### src/rtl/fp_add_pipe.sv
// Three-stage IEEE-754 adder/subtractor: align, add, normalise/round/pack.
// Latency 3 cycles; valid/ready stall chain lets each stage load when the next one frees.
module fp_add_pipe #(
  parameter int EXP_W  = 5,
  parameter int FRAC_W = 10,
  localparam int W     = 1 + EXP_W + FRAC_W
) (
  input  logic         clk,
  input  logic         rst,
  input  logic         in_valid,
  output logic         in_ready,
  input  logic [W-1:0] in_a,
  input  logic [W-1:0] in_b,
  input  logic         in_sub,
  output logic         out_valid,
  input  logic         out_ready,
  output logic [W-1:0] out_result,
  output logic [3:0]   out_flags
);
  localparam int SW = FRAC_W + 1;   // significand with hidden bit
  localparam int AW = FRAC_W + 3;   // significand + guard + round
  localparam int XW = FRAC_W + 4;   // + sticky
  localparam logic [EXP_W-1:0] EMAX   = '1;
  localparam logic [EXP_W-1:0] SH_MAX = EXP_W'(AW);
  localparam logic [W-1:0] QNAN = {1'b0, EMAX, 1'b1, {(FRAC_W-1){1'b0}}};

  logic v1, v2, v3, ld1, ld2, ld3;
  assign ld3       = !v3 || out_ready;
  assign ld2       = !v2 || ld3;
  assign ld1       = !v1 || ld2;
  assign in_ready  = ld1;
  assign out_valid = v3;

  // Stage 1: unpack, classify, order by magnitude, align the smaller operand
  logic                 a_sign, b_sign, a_hid, b_hid, swap;
  logic [EXP_W-1:0]     a_exp, b_exp, a_eexp, b_eexp, big_eexp, sml_eexp, diff, sh;
  logic [FRAC_W-1:0]    a_frac, b_frac;
  logic [SW-1:0]        big_sig, sml_sig;
  logic [2*AW-1:0]      wide;
  logic                 a_nan, b_nan, a_snan, b_snan, a_inf, b_inf;
  logic [W-1:0]         spec_res;
  logic [3:0]           spec_flags;

  always_comb begin
    a_sign   = in_a[W-1];
    b_sign   = in_b[W-1] ^ in_sub;
    a_exp    = in_a[W-2:FRAC_W];
    b_exp    = in_b[W-2:FRAC_W];
    a_frac   = in_a[FRAC_W-1:0];
    b_frac   = in_b[FRAC_W-1:0];
    a_hid    = |a_exp;
    b_hid    = |b_exp;
    a_eexp   = a_hid ? a_exp : EXP_W'(1);
    b_eexp   = b_hid ? b_exp : EXP_W'(1);
    swap     = in_b[W-2:0] > in_a[W-2:0];
    big_sig  = swap ? {b_hid, b_frac} : {a_hid, a_frac};
    sml_sig  = swap ? {a_hid, a_frac} : {b_hid, b_frac};
    big_eexp = swap ? b_eexp : a_eexp;
    sml_eexp = swap ? a_eexp : b_eexp;
    diff     = big_eexp - sml_eexp;
    sh       = (diff >= SH_MAX) ? SH_MAX : diff;
    wide     = {sml_sig, 2'b00, {AW{1'b0}}} >> sh;

    a_nan  = (&a_exp) && (|a_frac);
    b_nan  = (&b_exp) && (|b_frac);
    a_snan = a_nan && !a_frac[FRAC_W-1];
    b_snan = b_nan && !b_frac[FRAC_W-1];
    a_inf  = (&a_exp) && !(|a_frac);
    b_inf  = (&b_exp) && !(|b_frac);
    if (a_nan || b_nan) begin
      spec_res   = QNAN;
      spec_flags = {a_snan || b_snan, 3'b000};
    end else if (a_inf && b_inf && (a_sign != b_sign)) begin
      spec_res   = QNAN;
      spec_flags = 4'b1000;
    end else if (a_inf) begin
      spec_res   = {a_sign, EMAX, {FRAC_W{1'b0}}};
      spec_flags = 4'b0000;
    end else begin
      spec_res   = {b_sign, EMAX, {FRAC_W{1'b0}}};
      spec_flags = 4'b0000;
    end
  end

  logic [XW-1:0]    s1_big, s1_sml;
  logic [EXP_W-1:0] s1_exp, s2_exp;
  logic             s1_sign, s1_sub, s1_spec, s2_sign, s2_sub, s2_spec;
  logic [W-1:0]     s1_spec_res, s2_spec_res;
  logic [3:0]       s1_spec_flags, s2_spec_flags;
  logic [XW:0]      s2_sum;

  // Stage 3: normalise, round to nearest even, pack
  int               lz, lim, shl;
  logic [XW-1:0]    n;
  logic [EXP_W:0]   e, ef;
  logic [SW:0]      mant;
  logic             g, r, s, inc, nx, rsign;
  logic [FRAC_W-1:0] frac;
  logic [W-1:0]     res3;
  logic [3:0]       flags3;

  always_comb begin
    lz = XW;
    for (int i = 0; i < XW; i++)
      if (s2_sum[i]) lz = XW - 1 - i;
    lim = int'(s2_exp) - 1;
    shl = (lz < lim) ? lz : lim;
    if (s2_sum[XW]) begin
      n = {s2_sum[XW:2], s2_sum[1] | s2_sum[0]};
      e = {1'b0, s2_exp} + (EXP_W+1)'(1);
    end else begin
      n = s2_sum[XW-1:0] << shl;
      e = {1'b0, s2_exp} - (EXP_W+1)'(shl);
    end
    g    = n[2];
    r    = n[1];
    s    = n[0];
    inc  = g && (r || s || n[3]);
    mant = {1'b0, n[XW-1:3]} + {{SW{1'b0}}, inc};
    // A carry into the hidden bit turns a subnormal into the smallest normal for free
    if (mant[SW]) begin
      ef   = e + (EXP_W+1)'(1);
      frac = mant[SW-1:1];
    end else begin
      ef   = mant[SW-1] ? e : '0;
      frac = mant[FRAC_W-1:0];
    end
    nx    = g || r || s;
    rsign = (s2_sub && !(|s2_sum)) ? 1'b0 : s2_sign;
    if (s2_spec) begin
      res3   = s2_spec_res;
      flags3 = s2_spec_flags;
    end else if (ef >= {1'b0, EMAX}) begin
      res3   = {s2_sign, EMAX, {FRAC_W{1'b0}}};
      flags3 = 4'b0101;
    end else begin
      res3   = {rsign, ef[EXP_W-1:0], frac};
      flags3 = {2'b00, (ef == '0) && nx, nx};
    end
  end

  always_ff @(posedge clk) begin
    if (ld1 && in_valid) begin
      s1_big        <= {big_sig, 3'b000};
      s1_sml        <= {wide[2*AW-1:AW], |wide[AW-1:0]};
      s1_exp        <= big_eexp;
      s1_sign       <= swap ? b_sign : a_sign;
      s1_sub        <= a_sign ^ b_sign;
      s1_spec       <= a_nan || b_nan || a_inf || b_inf;
      s1_spec_res   <= spec_res;
      s1_spec_flags <= spec_flags;
    end
    if (ld2 && v1) begin
      s2_sum        <= s1_sub ? ({1'b0, s1_big} - {1'b0, s1_sml})
                              : ({1'b0, s1_big} + {1'b0, s1_sml});
      s2_exp        <= s1_exp;
      s2_sign       <= s1_sign;
      s2_sub        <= s1_sub;
      s2_spec       <= s1_spec;
      s2_spec_res   <= s1_spec_res;
      s2_spec_flags <= s1_spec_flags;
    end
  end

  always_ff @(posedge clk) begin
    if (rst) begin
      v1         <= 1'b0;
      v2         <= 1'b0;
      v3         <= 1'b0;
      out_result <= '0;
      out_flags  <= '0;
    end else begin
      if (ld1) v1 <= in_valid;
      if (ld2) v2 <= v1;
      if (ld3) v3 <= v2;
      if (ld3 && v2) begin
        out_result <= res3;
        out_flags  <= flags3;
      end
    end
  end
endmodule

### config.mk
export PLATFORM = sky130hd
export DESIGN_NAME = fp_add_pipe
export DESIGN_NICKNAME = d
export VERILOG_FILES = /design/src/rtl/fp_add_pipe.sv
export SDC_FILE = /design/constraint.sdc
export NUM_CORES = 1
export LEC_CHECK = 0
export CAP_MARGIN = 15
export CORE_AREA = 10 10 143 145
export CTS_CLUSTER_SIZE = 28
export DETAILED_ROUTE_END_ITERATION = 16
export DIE_AREA = 0 0 153 155
export PLACE_DENSITY_LB_ADDON = 0.3
export RECOVER_POWER = 50
export REMOVE_ABC_BUFFERS = 1
export SYNTH_ARGS = -nofsm -noshare
export SYNTH_HDL_FRONTEND = slang
export SYNTH_SLANG_ARGS = --single-unit
export TNS_END_PERCENT = 20
### constraint.sdc
create_clock -name clk -period 12.29 [get_ports clk]
set_input_delay 1.8435 -clock clk [delete_from_list [all_inputs] [get_ports clk]]
set_output_delay 1.8435 -clock clk [all_outputs]
set_load 0.005 [all_outputs]
==> run metrics <==
Post-Synthesis Mean Instance Area=8.58 um^2; buffer type at the clock tree root=sky130_fd_sc_hd__clkbuf_16; number of remaining DRC errors=0; number of different library cells in the post-synthesis netlist=82; number of synthesized register bits=85; number of pins with negative max-slew slack in the final report=37; number of flops mapped to enable cells by yosys=62; number of antenna violations at the first check in global routing=0; most frequent cell on the critical path=sky130_fd_sc_hd__a21o_1; RSZ-0062 raised after global routing=false; ys async rst share=0%; clock tree from TritonCTS=yes; maximum number of pins on one net before global-route repair=57; most common cell after layout, fill and taps aside=sky130_fd_sc_hd__nand2_1; Reg2Reg Depth=24; total iterations of the first detailed-routing run=5; cells traversed along the worst timing path=clkdlybuf4s50_1 > inv_1 > ha_1 > a21o_1 > a21o_1 > a21oi_1 > nor2b_1 > a2111oi_0 > a211oi_4 > buf_4 > o21ai_0 > ha_1 > a21o_1 > a21oi_1 > xnor2_1 > and2_1 > a21o_1 > mux2i_1 > mux2i_1 > o21ai_0 > mux2i_1 > nor4b_1 > nand4_1 > a221o_1; Worst setup EP type=flip-flop; min Tclk post-route=8.33 ns; half-perimeter wire length of the detailed placement result=15500 um; Max clock buf depth=2; PwrDens=172 mW/mm^2; Post-Route Skew=0.0142 ns; worst hold path depth=0; final hold violations=0; Setup TNS Final=0 ns; Hold-fix buffers, CTS=0; count of fill cells added during filler insertion=1700; prevailing post-synth register cell=sky130_fd_sc_hd__edfxtp_1; Slew headroom=-127%; routability congestion estimate=0.963; capture endpoint of the worst hold path=s2_spec_res[15]; gr usage total=16.1%; clock transition at the register clock pins on the worst setup and hold paths after CTS=0.08 ns; post-route cell area=0.00890 mm^2; sequential standard cell area=0.00232 mm^2; reg-to-reg slack, setup=4.60 ns; Die Ht=155 um; post-DR wirelength/cell=16.6 um; worst supply voltage drop on vdd=91.7 uV; number of standard-cell rows in the floorplan=49; Die Width=153 um; via count=6828; result of the run=complete, but fails checks; wire length of the first global-routing pass=32600 um; critical register-to-register path endpoint=out_result[2]; count of warnings emitted by yosys=0; cell count after synthesis=912; Starting Density=44.3%; IO Port Bufs=58; category of the most critical setup path=input port to flip-flop; P_leak=3.72 nW; area of the die=0.0237 mm^2; number of global-route vias before repair=6519; detailed-route wire length=19700 um; vias per cell=5.75; diode count=0; CTS H-tree depth=3; share of post-route cells with drive strength above 1=7.30%; number of buffers inserted during clock tree synthesis=9; commonest cells after routing, fill and taps aside=sky130_fd_sc_hd__nand2_1, sky130_fd_sc_hd__nor2_1, sky130_fd_sc_hd__edfxtp_1; remaining number of nets flagged by the antenna check after routing=0; Max Freq=120 MHz; worst min path class=flip-flop to flip-flop; Post CTS Setup Buffer Count=0; area occupied by multi-input gates=0.00517 mm^2; I/O pin count=59; maximum fanout along the worst path=56; required time of the critical path=12.38 ns; nature of the critical path startpoint=input port; CP max stage cell=sky130_fd_sc_hd__a21o_1; sequential fraction of the synthesis area=29.7%; number of resized instances in the post-cts repair step=0; slew at the pin closest to its max-slew limit=3.39 ns; total standard cell area after synthesis=0.00783 mm^2; cell area reported after detailed placement=0.00862 mm^2; P&R area growth vs syn=13.7%; Std-Cell Core Area=0.0177 mm^2; startpoint of the tightest hold check path=s1_spec_res[15]; number of nets in the layout=1048; worst path arrival time=8.42 ns; category of cells accounting for the largest share of critical-path delay=compound AO/OA/AOI/OAI gates; critical path buffer and inverter count=3; failing checks=capacitance limit, slew limit; sum of overflow across all layers after global routing=0; clock sink count=85; Reg2Reg Launch Point=s2_exp[0]; initial DRC count=496; share of the cycle needed by the critical path after routing=67.8%; clock insertion delay at the later pin of the skew report=0.35 ns; setup-violating endpoint count in the final report=0; max-cap check violation count=1; CP peak stage delay=0.83 ns
## layout make-up
class | instances | area share [%]
Multi-Input combinational cell | 739 | 58.1
Sequential cell | 85 | 26.1
Timing Repair Buffer | 64 | 6.95
Tap cell | 229 | 3.22
Clock buffer | 9 | 2.53
Inverter | 55 | 2.32
Clock inverter | 7 | 0.829
## state kept, by name, summed over array words and instances (netlist names), 2 cells and up
name,flops
s2_sum,15
s2_exp,5
s1_sml,14
out_flags,4
out_result,16
s1_exp,5
s1_spec_res,2
s1_big,11
s2_spec_res,2
## metrics by stage
stage / setup WS [ns] / hold WS, ns / util [%] / power (mW) / cells
after CTS: 4.00 / 0.421 / 50.5 / 1.53 / 1188
after global routing: 3.45 / 0.428 / 50.4 / 1.65 / 1188
after floorplan: 1.51 / 0.400 / - / 1.06 / 879
after detailed placement: 3.64 / 0.405 / 48.8 / 1.26 / 1172
final: 3.96 / 0.421 / 50.4 / 1.53 / 1188
after global placement: 3.82 / 0.402 / 48.8 / 1.26 / 1172
## metal layers
| metal | vias to the layer above | wire, um | global-route usage, % |
|---|---|---|---|
| li1 | 3438 | - | - |
| met1 | 3157 | 9070 | 20.8 |
| met5 | - | 0 | 0 |
| met3 | 29 | 1070 | 2.67 |
| met2 | 204 | 9080 | 26.3 |
| met4 | 0 | 473 | 6.45 |
## worst max-delay path by stage
| stage | from | end | slack (ns) | depth (start not counted) |
|---|---|---|---|---|
| global route | in_a[8] | s1_sml[0] | 3.45 | 25 |
| floorplan | in_a[1] | s1_sml[0] | 1.51 | 25 |
| detailed placement | in_a[8] | s1_sml[0] | 3.64 | 24 |
| finish | in_a[8] | s1_sml[0] | 3.96 | 24 |
| CTS | in_a[8] | s1_sml[0] | 4.00 | 24 |
| global placement | in_a[8] | s1_sml[0] | 3.82 | 28 |
## synth_stat cells, drive strengths merged, types with 14 or more instances
cell,number,area [um^2]
clkbuf,26,97.6
a211oi,14,105
a21o,18,135
edfxtp,62,1860
mux2i,59,616
ha,54,676
mux2,18,206
inv,54,203
a21oi,53,265
xnor2,24,210
o21ai,59,299
nor2b,17,106
dfxtp,23,460
nand2b,15,93.8
nand3,22,110
nor3,26,135
nand2,95,357
nor2,91,344
## kinds of logic (layout without fill, tap and decap cells)
group / Yosys count / after routing / synth area share (%)
flip-flops: 85 / 85 / 29.7
multiplexers: 77 / 77 / 10.5
AO/OA/AOI/OAI: 245 / 245 / 22.0
buffers and inverters: 88 / 135 / 4.51
XOR/XNOR: 35 / 35 / 3.92
adder cells (fa/ha/maj): 57 / 57 / 9.40
AND/OR/NAND/NOR: 325 / 325 / 20.0
## power breakdown
part	internal, mW	leakage [nW]	switching [mW]
sequential	0.371	0.780	0.0489
clock	0.144	0.149	0.124
combinational	0.356	2.79	0.488
total	0.870	3.72	0.662
Note: power is estimated with default switching activity, not from simulation.
